## config.mk

```make
export PLATFORM = sky130hd
export DESIGN_NAME = hazard_ctrl_flat
export DESIGN_NICKNAME = d
export VERILOG_FILES = /design/src/rtl/hazard_pkg.sv /design/src/rtl/hazard_ctrl_if.sv /design/src/rtl/sat_counter.sv /design/src/rtl/hazard_ctrl.sv /design/src/flat_wrapper.sv
export SDC_FILE = /design/constraint.sdc
export NUM_CORES = 1
export LEC_CHECK = 0
export CORE_MARGIN = 4
export CORE_UTILIZATION = 24
export DETAILED_ROUTE_END_ITERATION = 8
export PLACE_DENSITY = 0.93
export REMOVE_ABC_BUFFERS = 1
export SLEW_MARGIN = 20
export SYNTH_ARGS = -nofsm -noshare
export SYNTH_HDL_FRONTEND = slang
export SYNTH_SLANG_ARGS = --single-unit
```

## constraint.sdc

```tcl
create_clock -name clock_i -period 1.61 [get_ports clock_i]
set_input_delay 0.2415 -clock clock_i [delete_from_list [all_inputs] [get_ports clock_i]]
set_output_delay 0.2415 -clock clock_i [all_outputs]
set_load 0.05 [all_outputs]
```

## src/rtl/hazard_pkg.sv

```systemverilog
// Shared constants for the pipeline hazard controller: FSM encodings and
// instruction field positions.
package hazard_pkg;
  localparam logic [1:0] RUN     = 2'd0;
  localparam logic [1:0] BUBBLE  = 2'd1;
  localparam logic [1:0] MEMWAIT = 2'd2;

  localparam int RS1_MSB = 19;
  localparam int RS1_LSB = 15;
  localparam int RS2_MSB = 24;
  localparam int RS2_LSB = 20;

  localparam logic [4:0] X0_IDX = 5'd0;
endpackage

```

## src/rtl/hazard_ctrl_if.sv

```systemverilog
// Pipeline <-> hazard controller signal bundle. The master modport is the
// pipeline side that supplies hazard inputs; the slave is the controller.
interface hazard_ctrl_if #(parameter int XLEN = 32);
  logic [XLEN-1:0] id_inst_i;
  logic            ex_memread_i;
  logic [4:0]      ex_rd_i;
  logic            branch_taken_i;
  logic            mem_stall_i;
  logic            pc_write_o;
  logic            ifid_enable_o;
  logic            ifid_flush_o;
  logic            idex_enable_o;
  logic            idex_flush_o;
  logic            back_enable_o;
  logic [1:0]      state_o;
  logic [XLEN-1:0] stall_cnt_o;
  logic [XLEN-1:0] flush_cnt_o;

  modport master (
    output id_inst_i, ex_memread_i, ex_rd_i, branch_taken_i, mem_stall_i,
    input  pc_write_o, ifid_enable_o, ifid_flush_o, idex_enable_o,
           idex_flush_o, back_enable_o, state_o, stall_cnt_o, flush_cnt_o
  );
  modport slave (
    input  id_inst_i, ex_memread_i, ex_rd_i, branch_taken_i, mem_stall_i,
    output pc_write_o, ifid_enable_o, ifid_flush_o, idex_enable_o,
           idex_flush_o, back_enable_o, state_o, stall_cnt_o, flush_cnt_o
  );
endinterface

```

## src/rtl/sat_counter.sv

```systemverilog
// XLEN-wide up-counter that sticks at all-ones; async active-low reset.
module sat_counter #(parameter int XLEN = 32) (
  input  logic            clock_i,
  input  logic            rst_i,
  input  logic            inc_i,
  output logic [XLEN-1:0] count_o
);
  localparam logic [XLEN-1:0] ONE = {{(XLEN-1){1'b0}}, 1'b1};

  always_ff @(posedge clock_i or negedge rst_i) begin
    if (!rst_i)                      count_o <= '0;
    else if (inc_i && count_o != '1) count_o <= count_o + ONE;
  end
endmodule

```

## src/rtl/hazard_ctrl.sv

```systemverilog
// Stall/flush generator for the 5-stage pipeline: mem stall > load-use > branch.
// Optional perf counters enabled by defining HAZARD_PERF_CNT_EN.
module hazard_ctrl
  import hazard_pkg::*;
#(parameter int XLEN = 32) (
  input logic          clock_i,
  input logic          rst_i,
  hazard_ctrl_if.slave hif
);
  logic [1:0] state, state_nxt;
  logic       pend, pend_nxt;
  logic [4:0] rs1, rs2;
  logic       lu, br;
  logic       pc_write, ifid_en, ifid_flush, idex_en, idex_flush, back_en;

  assign rs1 = hif.id_inst_i[RS1_MSB:RS1_LSB];
  assign rs2 = hif.id_inst_i[RS2_MSB:RS2_LSB];

  wire unused_inst = ^{hif.id_inst_i[XLEN-1:RS2_MSB+1], hif.id_inst_i[RS1_LSB-1:0]};

  // The bubble cycle already covers the hazard, so lu is masked there.
  assign lu = (state != BUBBLE) && hif.ex_memread_i && (hif.ex_rd_i != X0_IDX) &&
              ((hif.ex_rd_i == rs1) || (hif.ex_rd_i == rs2));
  assign br = hif.branch_taken_i | pend;

  always_comb begin
    pc_write   = 1'b0;
    ifid_en    = 1'b0;
    ifid_flush = 1'b0;
    idex_en    = 1'b0;
    idex_flush = 1'b0;
    back_en    = 1'b0;
    state_nxt  = state;
    pend_nxt   = pend;
    if (!rst_i) begin
      state_nxt = RUN;
      pend_nxt  = 1'b0;
    end else if (hif.mem_stall_i) begin
      state_nxt = MEMWAIT;
      pend_nxt  = pend | hif.branch_taken_i;
    end else if (lu) begin
      // Branch is not lost: it is re-presented next cycle, or still held in pend.
      idex_en    = 1'b1;
      idex_flush = 1'b1;
      back_en    = 1'b1;
      state_nxt  = BUBBLE;
    end else begin
      pc_write   = 1'b1;
      ifid_en    = 1'b1;
      idex_en    = 1'b1;
      back_en    = 1'b1;
      ifid_flush = br;
      pend_nxt   = 1'b0;
      state_nxt  = RUN;
    end
  end

  always_ff @(posedge clock_i or negedge rst_i) begin
    if (!rst_i) begin
      state <= RUN;
      pend  <= 1'b0;
    end else begin
      state <= state_nxt;
      pend  <= pend_nxt;
    end
  end

  assign hif.pc_write_o    = pc_write;
  assign hif.ifid_enable_o = ifid_en;
  assign hif.ifid_flush_o  = ifid_flush;
  assign hif.idex_enable_o = idex_en;
  assign hif.idex_flush_o  = idex_flush;
  assign hif.back_enable_o = back_en;
  assign hif.state_o       = rst_i ? state : RUN;

`ifdef HAZARD_PERF_CNT_EN
  sat_counter #(.XLEN(XLEN)) u_stall_cnt (
    .clock_i (clock_i),
    .rst_i   (rst_i),
    .inc_i   (rst_i && !pc_write),
    .count_o (hif.stall_cnt_o)
  );
  sat_counter #(.XLEN(XLEN)) u_flush_cnt (
    .clock_i (clock_i),
    .rst_i   (rst_i),
    .inc_i   (ifid_flush),
    .count_o (hif.flush_cnt_o)
  );
`else
  assign hif.stall_cnt_o = '0;
  assign hif.flush_cnt_o = '0;
`endif
endmodule

```

## src/flat_wrapper.sv

```systemverilog
// flat-port wrapper written by rule: the top's interface ports become plain ports
module hazard_ctrl_flat import hazard_pkg::*;
#(parameter int XLEN = 32)
  (clock_i, rst_i, hif_id_inst_i, hif_ex_memread_i, hif_ex_rd_i, hif_branch_taken_i, hif_mem_stall_i, hif_pc_write_o, hif_ifid_enable_o, hif_ifid_flush_o, hif_idex_enable_o, hif_idex_flush_o, hif_back_enable_o, hif_state_o, hif_stall_cnt_o, hif_flush_cnt_o);
  hazard_ctrl_if #(.XLEN(XLEN)) hif_i ();
  input logic clock_i;
  input logic rst_i;
  input wire logic [$bits(hif_i.id_inst_i)-1:0] hif_id_inst_i;
  input wire logic [$bits(hif_i.ex_memread_i)-1:0] hif_ex_memread_i;
  input wire logic [$bits(hif_i.ex_rd_i)-1:0] hif_ex_rd_i;
  input wire logic [$bits(hif_i.branch_taken_i)-1:0] hif_branch_taken_i;
  input wire logic [$bits(hif_i.mem_stall_i)-1:0] hif_mem_stall_i;
  output wire logic [$bits(hif_i.pc_write_o)-1:0] hif_pc_write_o;
  output wire logic [$bits(hif_i.ifid_enable_o)-1:0] hif_ifid_enable_o;
  output wire logic [$bits(hif_i.ifid_flush_o)-1:0] hif_ifid_flush_o;
  output wire logic [$bits(hif_i.idex_enable_o)-1:0] hif_idex_enable_o;
  output wire logic [$bits(hif_i.idex_flush_o)-1:0] hif_idex_flush_o;
  output wire logic [$bits(hif_i.back_enable_o)-1:0] hif_back_enable_o;
  output wire logic [$bits(hif_i.state_o)-1:0] hif_state_o;
  output wire logic [$bits(hif_i.stall_cnt_o)-1:0] hif_stall_cnt_o;
  output wire logic [$bits(hif_i.flush_cnt_o)-1:0] hif_flush_cnt_o;
  assign hif_i.id_inst_i = hif_id_inst_i;
  assign hif_i.ex_memread_i = hif_ex_memread_i;
  assign hif_i.ex_rd_i = hif_ex_rd_i;
  assign hif_i.branch_taken_i = hif_branch_taken_i;
  assign hif_i.mem_stall_i = hif_mem_stall_i;
  assign hif_pc_write_o = hif_i.pc_write_o;
  assign hif_ifid_enable_o = hif_i.ifid_enable_o;
  assign hif_ifid_flush_o = hif_i.ifid_flush_o;
  assign hif_idex_enable_o = hif_i.idex_enable_o;
  assign hif_idex_flush_o = hif_i.idex_flush_o;
  assign hif_back_enable_o = hif_i.back_enable_o;
  assign hif_state_o = hif_i.state_o;
  assign hif_stall_cnt_o = hif_i.stall_cnt_o;
  assign hif_flush_cnt_o = hif_i.flush_cnt_o;
  hazard_ctrl #(.XLEN(XLEN)) u_core (.clock_i(clock_i), .rst_i(rst_i), .hif(hif_i));
endmodule
```

==> results of run 1 <==
-- metrics by stage --
stage | total power, mW | hold WS [ps]
after global routing | 0.787 | 435
after floorplan | 0.475 | -54.1
final | 0.752 | 434
after detailed placement | 0.597 | 543
after CTS | 0.744 | 304
after global placement | 0.591 | 525
-- cell usage after synthesis, drive strengths merged (2+ instances only) --
cell type	number
buf	66
xnor2	10
and2	3
dfrtp	3
nand3	3
o21ai	3
nand2	2
-- report_power, final --
| group | internal (mW) | leakage (nW) | total [mW] | switching (mW) |
|---|---|---|---|---|
| clock | 0.0929 | 0.0150 | 0.133 | 0.0399 |
| combinational | 0.116 | 0.555 | 0.539 | 0.423 |
| sequential | 0.0785 | 0.0402 | 0.0803 | 0.00176 |
| total | 0.288 | 0.611 | 0.752 | 0.464 |
-- cells in the final DEF (no fill, tap or decap), types with 2 or more instances in the layout --
cell type,synthesis,routed
o21ai_0,3,2
clkdlybuf4s50_1,0,5
buf_6,0,2
nand3_1,3,3
buf_12,0,8
nand2_1,2,2
and2_1,3,3
clkbuf_4,0,3
conb_1,1,64
xnor2_1,10,10
dlymetal6s2s_1,0,8
dlygate4sd2_1,0,2
buf_4,66,12
dfrtp_1,3,3
-- cell type report --
type / count / area, um2
Timing Repair Buffer: 40 / 465
Fill cell: 303 / 1970
Tap cell: 44 / 55.1
Clock buffer: 4 / 26.3
Multi-Input combinational cell: 95 / 512
Sequential cell: 3 / 75.1
-- sequential cells by signal, indices dropped and copies added, names as in the netlist --
| signal | flops |
|---|---|
| u_core.state | 2 |
| u_core.pend | 1 |
-- cells by family after synthesis --
family | after synthesis | share of synthesized area (%)
AOI/OAI and AO/OA | 9 | 7.74
and+or+nand+nor | 12 | 8.69
DFF | 3 | 9.48
xor gates and xnor gates | 10 | 11.1
buffers and inverters | 66 | 62.6
other | 1 | 0.473
-- metal layers --
| layer | global-route usage (%) | up-vias | wire, um |
|---|---|---|---|
| met3 | 1.88 | 6 | 303 |
| met2 | 14.7 | 65 | 1090 |
| li1 | - | 275 | - |
| met5 | 0 | - | 0 |
| met1 | 4.74 | 286 | 507 |
| met4 | 6.48 | 0 | 61 |
-- what timing repair did --
item,4_1_cts,5_1_grt
pin swaps,8,12
setup buffers,1,3
setup endpoints to repair,5,4
hold endpoints to repair,0,3
hold buffers,0,1
resized for setup,25,11
-- final timing paths --
| check | end | slack (ps) |
|---|---|---|
| setup / recovery | hif_ifid_enable_o | -190 |
| hold / removal | u_core.state[1]$_DFF_PN0_ | 430 |
| setup reg to reg | u_core.pend$_DFFE_PN0P_ | 320 |
| hold reg to reg | u_core.pend$_DFFE_PN0P_ | 630 |
| max in group asynchronous | u_core.state[1]$_DFF_PN0_ | 940 |
| min in group asynchronous | u_core.pend$_DFFE_PN0P_ | 510 |
-- critical path: cells and delay by family --
kind	cells	cell delay [ps]
simple gates	1	540
buf+inv	2	260
compound gates	2	510
==> summary.md, run 1 <==
| Metric | Value |
|---|---|
| Async SR Flop Fraction | 100% |
| HP Class | primary input to flop |
| Worst Hold Depth | 3 |
| TNS Setup | -638 ps |
| RSZ-0062 raised after global routing | true |
| Final net count | roughly 190 |
| HP Start | rst_i |
| Max IR drop VDD | roughly 0.00017 V |
| Fmax | about 560 MHz |
| Via density per instance | between 3 and 4 |
| DRC | 0 |
| Clock Tree Root | clkbuf_4 |
| Yosys cell types | 18 |
| TritonRoute pass-1 iters | 3 |
| First-pass GRT wire length | 2240 um |
| Share of layout cells above drive strength 1 | 23.2% |
| Largest net degree at the start of global routing | 7 |
| Final hold vios | 0 |
| Initial antenna violation count | 0 |
| Wire per inst | 10.5 um |
| Antenna Cells | 0 |
| Synth top area share | 62.6% |
| Post-Syn Area | approximately 790 um2 |
| Final Max Tran Viols | 0 |
| Post-synthesis sequential area ratio | a little under a tenth |
| Crit path kind | primary input to output pin |
| Remaining antenna violation count | 0 |
| Leakage | between 0.6 and 0.7 nW |
| Syn avg cell area | 7.84 um2 |
| Number of global-route vias before repair | about 510 |
| Util after Layout | around 37% |
| WP data required | roughly 1400 ps |
| Clk sinks | 3 |
| Total core area | 3100 um2 |
| Final HPWL DP | ~1500 um |
| Die X | roughly 65 um |
| Most used DFF post-synth | dfrtp_1 |
| Violated checks | setup timing |
| Die Ht | between 60 and 70 um |
| Post-synth EDFFs | 0 |
| Placed inst area | 1010 um2 |
| Placer Congestion | around 0.7 |
| Die ar. | about 4300 um2 |
| CP cell instances | buf_6 > or4_4 > o211a_4 > a21boi_4 > buf_12 |
| Setup crit end kind | output pin |
| Maximum clock skew at final layout | between 0.8 and 0.9 ps |
| Global-route usage over all layers | about 7.1% |
| Cell taking the most area after synthesis | buf_4 |
| Crit path DAT | 1560 ps |
| Final setup fails | 4 |
| Outcome | finished with violations |
| Startpoint types | primary input |
| H-tree depth | 1 |
| Yosys warns | 0 |
| PD cells | about 660 nW/um2 |
| Worst r2r src | u_core.state[0]$_DFF_PN0_ |
| TritonCTS clock tree | built |
| Num ports | between 100 and 150 |
| Starting Density | 25.5% |
| Clock latency on the worst-skew pair | ~230 ps |
| Dpl cells | around 180 |
| Area contributors post-synth | buf_4 63%, xnor2_1 11%, dfrtp_1 9.5% |
| Max FO, Critical Path | 3 |
| R2R depth | 5 |
| Finished Layout Cells | roughly 190 |
| Max incr delay on CP | roughly 540 ps |
| Area Overhead vs Synth | 43.1% |
| DR vias | 632 |
| CP max-delay cell | or4_4 |
| Final worst setup slack | -187 ps |
| Site row count | 20 |
| Detailed Route WL | approximately 2000 um |
| CTS Buf Count | 3 |
| Clock-pin slew on the worst setup and hold paths | ~40 ps |
| GR Overflow Total | 0 |
| First DRT Iteration DRCs | 25 |
| Mapped Cells | 101 |
| IO Port Bufs | 27 |
| Tcrit/Tclk final | 112% |
| Crit path from | hif_ex_rd_i[4] |
| Tmin final | approximately 1800 ps |
| MaxCap Viol Count | 0 |
| Layout Cell Area excl Fill | 1130 um2 |
| Place WS | -562 ps |
| Register bit total from synthesis | 3 |
| Clk buf depth | 2 |
Note: power is estimated with default switching activity, not from simulation.
==> run 2: changes to the inputs <==
--- a/config.mk
+++ b/config.mk
@@ -7,6 +7,7 @@
 export LEC_CHECK = 0
 export CORE_MARGIN = 4
 export CORE_UTILIZATION = 24
+export CTS_BUF_LIST = sky130_fd_sc_hd__clkbuf_4
 export DETAILED_ROUTE_END_ITERATION = 8
 export PLACE_DENSITY = 0.93
 export REMOVE_ABC_BUFFERS = 1
==> summary.md, run 2 (synthesis gave the netlist of run 1 again) <==
| Metric | Value |
|---|---|
| Final hold vios | 0 |
| Startpoint types | primary input |
| Placer Congestion | roughly 0.7 |
| Final net count | 183 |
| Largest net degree at the start of global routing | 7 |
| Placed inst area | about 1000 um2 |
| Max IR drop VDD | 0.000166 V |
| PD cells | 683 nW/um2 |
| Via density per instance | roughly 3.3 |
| TritonCTS clock tree | built |
| Wire per inst | 10.2 um |
| CP cell instances | buf_6 > or4_4 > o211a_4 > a21boi_4 > buf_12 |
| Remaining antenna violation count | 0 |
| H-tree depth | 1 |
| GR Overflow Total | 0 |
| Clock Tree Root | clkbuf_4 |
| Detailed Route WL | 1870 um |
| Clock latency on the worst-skew pair | between 200 and 250 ps |
| HP Class | primary input to asynchronous set/reset pin |
| IO Port Bufs | 27 |
| Tmin final | between 1500 and 2000 ps |
| Setup crit end kind | output pin |
| Num ports | roughly 110 |
| Antenna Cells | 0 |
| Max reg flops | 2 |
| Max FO, Critical Path | 3 |
| Global-route usage over all layers | between 6 and 7% |
| Initial antenna violation count | 0 |
| Most flop-heavy register | u_core.state |
| CP max-delay cell | or4_4 |
| Clk sinks | 3 |
| Maximum clock skew at final layout | 0.408 ps |
| Max incr delay on CP | between 500 and 600 ps |
| Share of layout cells above drive strength 1 | between 20 and 25% |
| CTS Buf Count | 3 |
| Commonest cells after routing, fill and taps aside | 64 x conb_1, 10 x xnor2_1, 10 x buf_4 |
| Fillers | slightly above 300 |
| Dpl cells | around 180 |
| Starting Density | 25.5% |
| Finished Layout Cells | roughly 180 |
| CTS Hold Bufs | 0 |
| Util after Layout | approximately 36% |
| Largest regs | u_core.state x2, u_core.pend x1 |
| Die Ht | between 60 and 70 um |
| Total core area | about 3100 um2 |
| Final worst setup slack | -186 ps |
| CP bufs+invs | 2 |
| Final setup fails | 4 |
| Layout Cell Area excl Fill | 1120 um2 |
| TritonRoute pass-1 iters | 2 |
| Final HPWL DP | about 1500 um |
| First DRT Iteration DRCs | 13 |
| Area Overhead vs Synth | 41.5% |
| Site row count | 20 |
| Die ar. | around 4300 um2 |
| Tcrit/Tclk final | 112% |
| RSZ-0062 raised after global routing | true |
| Final Max Tran Viols | 0 |
| Overall Power | between 0.7 and 0.8 mW |
| WP data required | roughly 1400 ps |
| Clk buf depth | 2 |
| Worst path top cell family by delay | simple AND/OR/NAND/NOR gates |
| DRC | 0 |
| Commonest non-fill, non-tap cell in the layout | conb_1 |
| Die X | approximately 65 um |
| First-pass GRT wire length | 2170 um |
| Fmax | 557 MHz |
| Violated checks | setup timing |
| Crit path DAT | between 1500 and 2000 ps |
| Crit path kind | primary input to output pin |
| Number of global-route vias before repair | 508 |
| Leakage | ~0.6 nW |
| Outcome | finished with violations |
| WHS | between 300 and 400 ps |
| DR vias | roughly 610 |
| Clock-pin slew on the worst setup and hold paths | 40 ps |
| MaxCap Viol Count | 0 |
[run 2: final cells by class]
class	count	area, um2	share of cell area, %
clock buffer	4	30.0	2.68
multi-input combinational	95	519	46.3
sequential	3	75.1	6.70
tap	44	55.1	4.91
timing repair buffer	38	442	39.4
[run 2: timing repair]
action | CTS | global route
gates resized for setup | 27 | 10
setup endpoints to repair | 5 | 4
gates cloned | 0 | 0
setup buffers | 1 | 2
pin swaps | 9 | 11
[run 2: where the power goes]
part	internal (mW)	switching, mW	leakage, nW
logic	0.115	0.420	0.528
clock network	0.110	0.0401	0.0184
registers	0.0785	0.00179	0.0402
total	0.303	0.462	0.587
[run 2: worst paths after layout]
check | startpoint | endpoint | slack [ps] | depth (start not counted)
min in group clock_i | u_core.pend$_DFFE_PN0P_ | u_core.pend$_DFFE_PN0P_ | 590 | 2
max | hif_ex_rd_i[4] | hif_pc_write_o | -190 | 5
min | rst_i | u_core.pend$_DFFE_PN0P_ | 320 | 2
min reg2reg | u_core.pend$_DFFE_PN0P_ | u_core.pend$_DFFE_PN0P_ | 590 | 2
max reg2reg | u_core.state[0]$_DFF_PN0_ | u_core.pend$_DFFE_PN0P_ | 390 | 5
max in group asynchronous | rst_i | u_core.state[1]$_DFF_PN0_ | 1190 | 2
[run 2: per-stage QoR]
step,worst slack [ps],TNS (ps)
2_1_floorplan,-1930,-8960
3_5_place_dp,-562,-2500
4_1_cts,-175,-630
6_report,-186,-633
5_1_grt,-202,-723
3_3_place_gp,-537,-2290
[run 2: per-layer routing]
layer,part of all wire (%),global-route usage [%],wire length (um)
met1,25,4.84,466
met5,0,0,0
met2,57,13.8,1060
met4,1.7,5.96,32
met3,16,1.71,308
==> RTL edit 1 (flow settings as in run 1) <==
The option `HAZARD_PERF_CNT_EN` is turned on by a define.
--- a/src/rtl/hazard_ctrl.sv
+++ b/src/rtl/hazard_ctrl.sv
@@ -1,5 +1,7 @@
 // Stall/flush generator for the 5-stage pipeline: mem stall > load-use > branch.
 // Optional perf counters enabled by defining HAZARD_PERF_CNT_EN.
+`define HAZARD_PERF_CNT_EN
+
 module hazard_ctrl
   import hazard_pkg::*;
 #(parameter int XLEN = 32) (
Check against the original RTL: not equivalent (Yosys sat finds a counterexample within 4 cycles, from zero or initial values and one cycle with rst_i low).
==> RTL edit 1 against run 1 <==
Wire length grew to 6.2 times the old value; synthesized area grew to 4.3 times the old value; cell area grew to 5.7 times the old value; critical path type is now flip-flop to flip-flop; worst setup slack worse by 0.17 ns; count of clock-buffer cells in the layout is 7 higher; largest cell class is now non-clock buffers; die area grew to 3.8 times the old value; power grew to 7.6 times the old value; sequential cell count is 64 higher; first-iteration DRC count grew to 9.9 times the old value; the run still ends with negative setup slack left.
==> RTL edit 1: results <==
{
  "ctsLongestPathBuffers": 2,
  "critPathMaxFanout": 6,
  "setup_viol": 65,
  "cp_slowest_cell": "dfrtp_1",
  "root_buffer": "clkbuf_16",
  "grt_pass1_wl_um": 18060,
  "finalClockSkew_ns": 0.008653,
  "violations": "negative setup slack",
  "grt_util_all_layers": 0.1406,
  "vdd_drop_max_v": 0.0009215,
  "dp_hpwl_um": 7658,
  "worst_slew_pin_slew_ns": 0.8216,
  "yosysWarnings": 0,
  "htreeDepth": 3,
  "hold_class": "input pin to asynchronous set/reset pin",
  "synth_compound_area_frac": 0.02693,
  "ys_seq_area_frac": 0.4876,
  "gr-total-overflow": 0,
  "fin_nets": 592,
  "drive_gt1_frac": 0.5371,
  "synth_cell_type_count": 40,
  "cpPeakStageDelay_ns": 0.39,
  "worstSkewPairLatency_ns": 0.34,
  "async_flop_share": 1.000,
  "tns_ns": -12.78,
  "first_pass_iters": 4,
  "grt_pass1_vias": 3630,
  "synth_mux_area_frac": 0.009461,
  "clkTransAtPathRegs_ns": 0.06,
  "grt_start_max_net_pins": 65,
  "leakage_nw": 2.992,
  "gp_congestion": 0.7834,
  "synthAdderAreaFrac": 0.007278,
  "status": "finished with violations",
  "drtIter0Drc": 248,
  "fin_ws_ns": -0.3609,
  "synth_common_cells": "xnor2_1, dfrtp_1, nand4_1",
  "avgViaCountPerCell": 4.705,
  "cp.arrival_ns": 2.19,
  "ys_top_cells_by_area": "dfrtp_1, xnor2_1, nand4_1",
  "wl_um": 12100,
  "synth-xor-area-share": 0.1809,
  "placed_cell_area_um2": 5458,
  "io_buffers": 91,
  "nFillCells": 1221,
  "reg_top3": "u_core.u_flush_cnt.count_o x32, u_core.u_stall_cnt.count_o x32, u_core.state x2",
  "cts_buffers": 9
}
[RTL edit 1: kinds of logic (layout without fill, tap and decap cells)]
logic type	after synthesis	count (layout)
mux	3	3
simple gates	152	152
flops	67	67
compound gates	10	10
xor+xnor	71	71
fa+ha+maj	2	2
buf+inv	19	248
[RTL edit 1: metal layers]
layer	share of wire	vias up	track usage
met5	0	-	0
met4	0.024	0	0.05243
met3	0.052	26	0.03667
met2	0.55	103	0.2577
met1	0.37	1713	0.1559
li1	-	1607	-
[RTL edit 1: what timing repair did]
item / 4_1_cts / 5_1_grt
hold buffers: 1 / 0
pin swaps: 33 / 75
endpoints found under the setup margin: 69 / 68
gates resized for setup: 71 / 72
cloned: 3 / 3
buffers inserted: 11 / 10
endpoints found under the hold margin: 3 / 0
[RTL edit 1: layout make-up]
type,instances,share of cell area
flip-flops and latches,67,0.2585
well taps,180,0.03472
clock buffers,11,0.03742
inverters,5,0.002894
repair buffers,227,0.3360
clock inverters,5,0.008102
multi-input cells,238,0.3223
[RTL edit 1: worst register-to-register path, cell delays in order, from the launching register on]
cell	delay [ns]
dfrtp_1	0.39
and4_1	0.23
and4bb_2	0.26
nand4b_1	0.11
nor3b_4	0.25
buf_6	0.16
clkbuf_16	0.15
nand4_1	0.14
xnor2_1	0.16
[RTL edit 1: through the flow]
stage / instances / worst slack, ns / utilization
detailed placement: 695 / -0.8112 / 0.3917
finish: 733 / -0.3609 / 0.4655
global route: 733 / -0.3945 / 0.4655
global placement: 695 / -0.7366 / 0.3917
CTS: 724 / -0.2880 / 0.4352
floorplan: 310 / -1.872 / -
[RTL edit 1: path summary, 6_finish.rpt]
path                            cells after the start                              to                            from  slack (ns)
min in group clock_i                                3                 u_core.state[1]                           rst_i        0.30
max in group asynchronous                           3  u_core.u_flush_cnt.count_o[11]                           rst_i        0.80
worst max-delay path                                8  u_core.u_stall_cnt.count_o[15]  u_core.u_stall_cnt.count_o[24]       -0.36
worst min register to register                      1  u_core.u_flush_cnt.count_o[31]  u_core.u_flush_cnt.count_o[31]        0.49
worst max register to register                      8  u_core.u_stall_cnt.count_o[15]  u_core.u_stall_cnt.count_o[24]       -0.36
worst min-delay path                                3   u_core.u_stall_cnt.count_o[1]                           rst_i        0.27
[RTL edit 1: where the power goes]
group          total (mW)  internal [mW]  leakage [nW]  switching (mW)
sequential           1.90           1.82         0.912          0.0850
clock                1.95           1.23         0.145           0.721
combinational        1.83          0.796          1.93            1.03
==> RTL edit 2 (config.mk and constraints of run 1) <==
Made on the original files. Make the reset (`rst_i`) synchronous in one clocked block. Comments in the files are not updated.
--- a/src/rtl/hazard_ctrl.sv
+++ b/src/rtl/hazard_ctrl.sv
@@ -55,7 +55,7 @@
     end
   end
 
-  always_ff @(posedge clock_i or negedge rst_i) begin
+  always_ff @(posedge clock_i) begin
     if (!rst_i) begin
       state <= RUN;
       pend  <= 1'b0;
Formal check against the unedited RTL: same outputs for any inputs over 10 cycles, from zero or initial values and one cycle with rst_i low; that may be too few to reach the edited logic, so the function may still have changed.
==> RTL edit 2 against run 1 <==
The flow still finishes with violations (negative setup slack); worst setup slack improved by 0.016 ns; register-to-register slack improved by 0.18 ns; wire length decreased by 18%; critical path type unchanged; power decreased by 4.4%; clock skew about the same; largest cell class unchanged; sequential cell count unchanged; synthesized area decreased by 2.1%; largest power group unchanged; sequential share of layout area decreased by 0.88 points; critical endpoint unchanged; cell area decreased by 7.7%.
==> RTL edit 2: results <==
{
  "cts_buffers": 3,
  "synth_cell_type_count": 17,
  "synth_common_cells": "buf_4, xor2_1, xnor2_1",
  "grt_util_all_layers": 0.06669,
  "avgViaCountPerCell": 3.087,
  "drtIter0Drc": 10,
  "min_path_cells": 1,
  "p_clk_frac": 0.182,
  "grt.met2_usage": 0.1252,
  "setup_viol": 4,
  "num_antenna_cells": 0,
  "gp_congestion": 0.7598,
  "grt_start_max_net_pins": 6,
  "leakage_nw": 0.5489,
  "violations": "negative setup slack",
  "wl_um": 1601,
  "clkTransAtPathRegs_ns": 0.04,
  "whs_ns": 0.5304,
  "r2r_slack_ns": 0.50,
  "vdd_drop_max_v": 0.0001865,
  "cts_resized": 58,
  "ys_seq_area_frac": 0.07742,
  "dp_hpwl_um": 1358,
  "finalPower_uw": 718.9,
  "finalClockSkew_ns": 0.0003171,
  "root_buffer": "clkbuf_4",
  "grt_use_met3": 0.01733,
  "antenna_found_initial": 0,
  "async_flop_share": 0,
  "tns_ns": -0.5983,
  "timing.rr.end": "u_core.pend",
  "p_comb_uw": 509,
  "grt_util_met1": 0.05607,
  "hold_end": "u_core.pend",
  "grt_pass1_vias": 475,
  "crit_start": "hif_ex_rd_i[3]",
  "ys_top_cells_by_area": "buf_4, dfxtp_1, xor2_1",
  "cp.arrival_ns": 1.54,
  "netSwitchingFraction": 0.6220,
  "place_ws_ns": -0.6310,
  "drive_gt1_frac": 0.2878,
  "synth_ff_type": "dfxtp_1",
  "avgSynthCellArea_um2": 7.757,
  "hold_class": "flip-flop to flip-flop",
  "status": "finished with violations",
  "grt_pass1_wl_um": 2090,
  "placed_cell_area_um2": 969.7,
  "htreeDepth": 1,
  "r2r_start": "u_core.state[0]",
  "wl_per_cell_um": 8.749,
  "cp_top_family": "simple AND/OR/NAND/NOR gates",
  "fin_ws_ns": -0.1706,
  "post_cts_buffers": 4,
  "crit_type": "input pin to output port",
  "min_from": "u_core.pend",
  "dp_cells": 176
}
RTL edit 2: cell types whose count changed after synthesis, sizes merged, moves of 2 or more:
| cell | delta |
|---|---|
| inv | +2 |
| nand2 | -2 |
| o21ai | -3 |
| xnor2 | -6 |
| dfrtp | -3 |
| nor3 | +3 |
| dfxtp | +3 |
| and2 | +2 |
| xor2 | +6 |
RTL edit 2: logic make-up (layout without fill, tap and decap cells):
kind of cell,count (synthesis),after routing,synth area share
compound gates,3,3,0.04516
xor+xnor,10,10,0.1129
buf+inv,68,44,0.6484
flops,3,3,0.07742
other cells,1,64,0.004834
simple gates,15,15,0.1113
RTL edit 2: area by class of cell:
class                           count  area [µm²]
Multi-Input combinational cell     92       488.0
Fill cell                         323        2032
Inverter                            2       7.507
Clock buffer                        4       26.28
Tap cell                           44       55.05
Timing Repair Buffer               38       409.1
Sequential cell                     3       60.06
RTL edit 2: routing by layer:
metal,up-vias,part of all wire
li1,262,-
met1,248,0.26
met2,51,0.57
met3,4,0.15
met4,0,0.021
met5,-,0
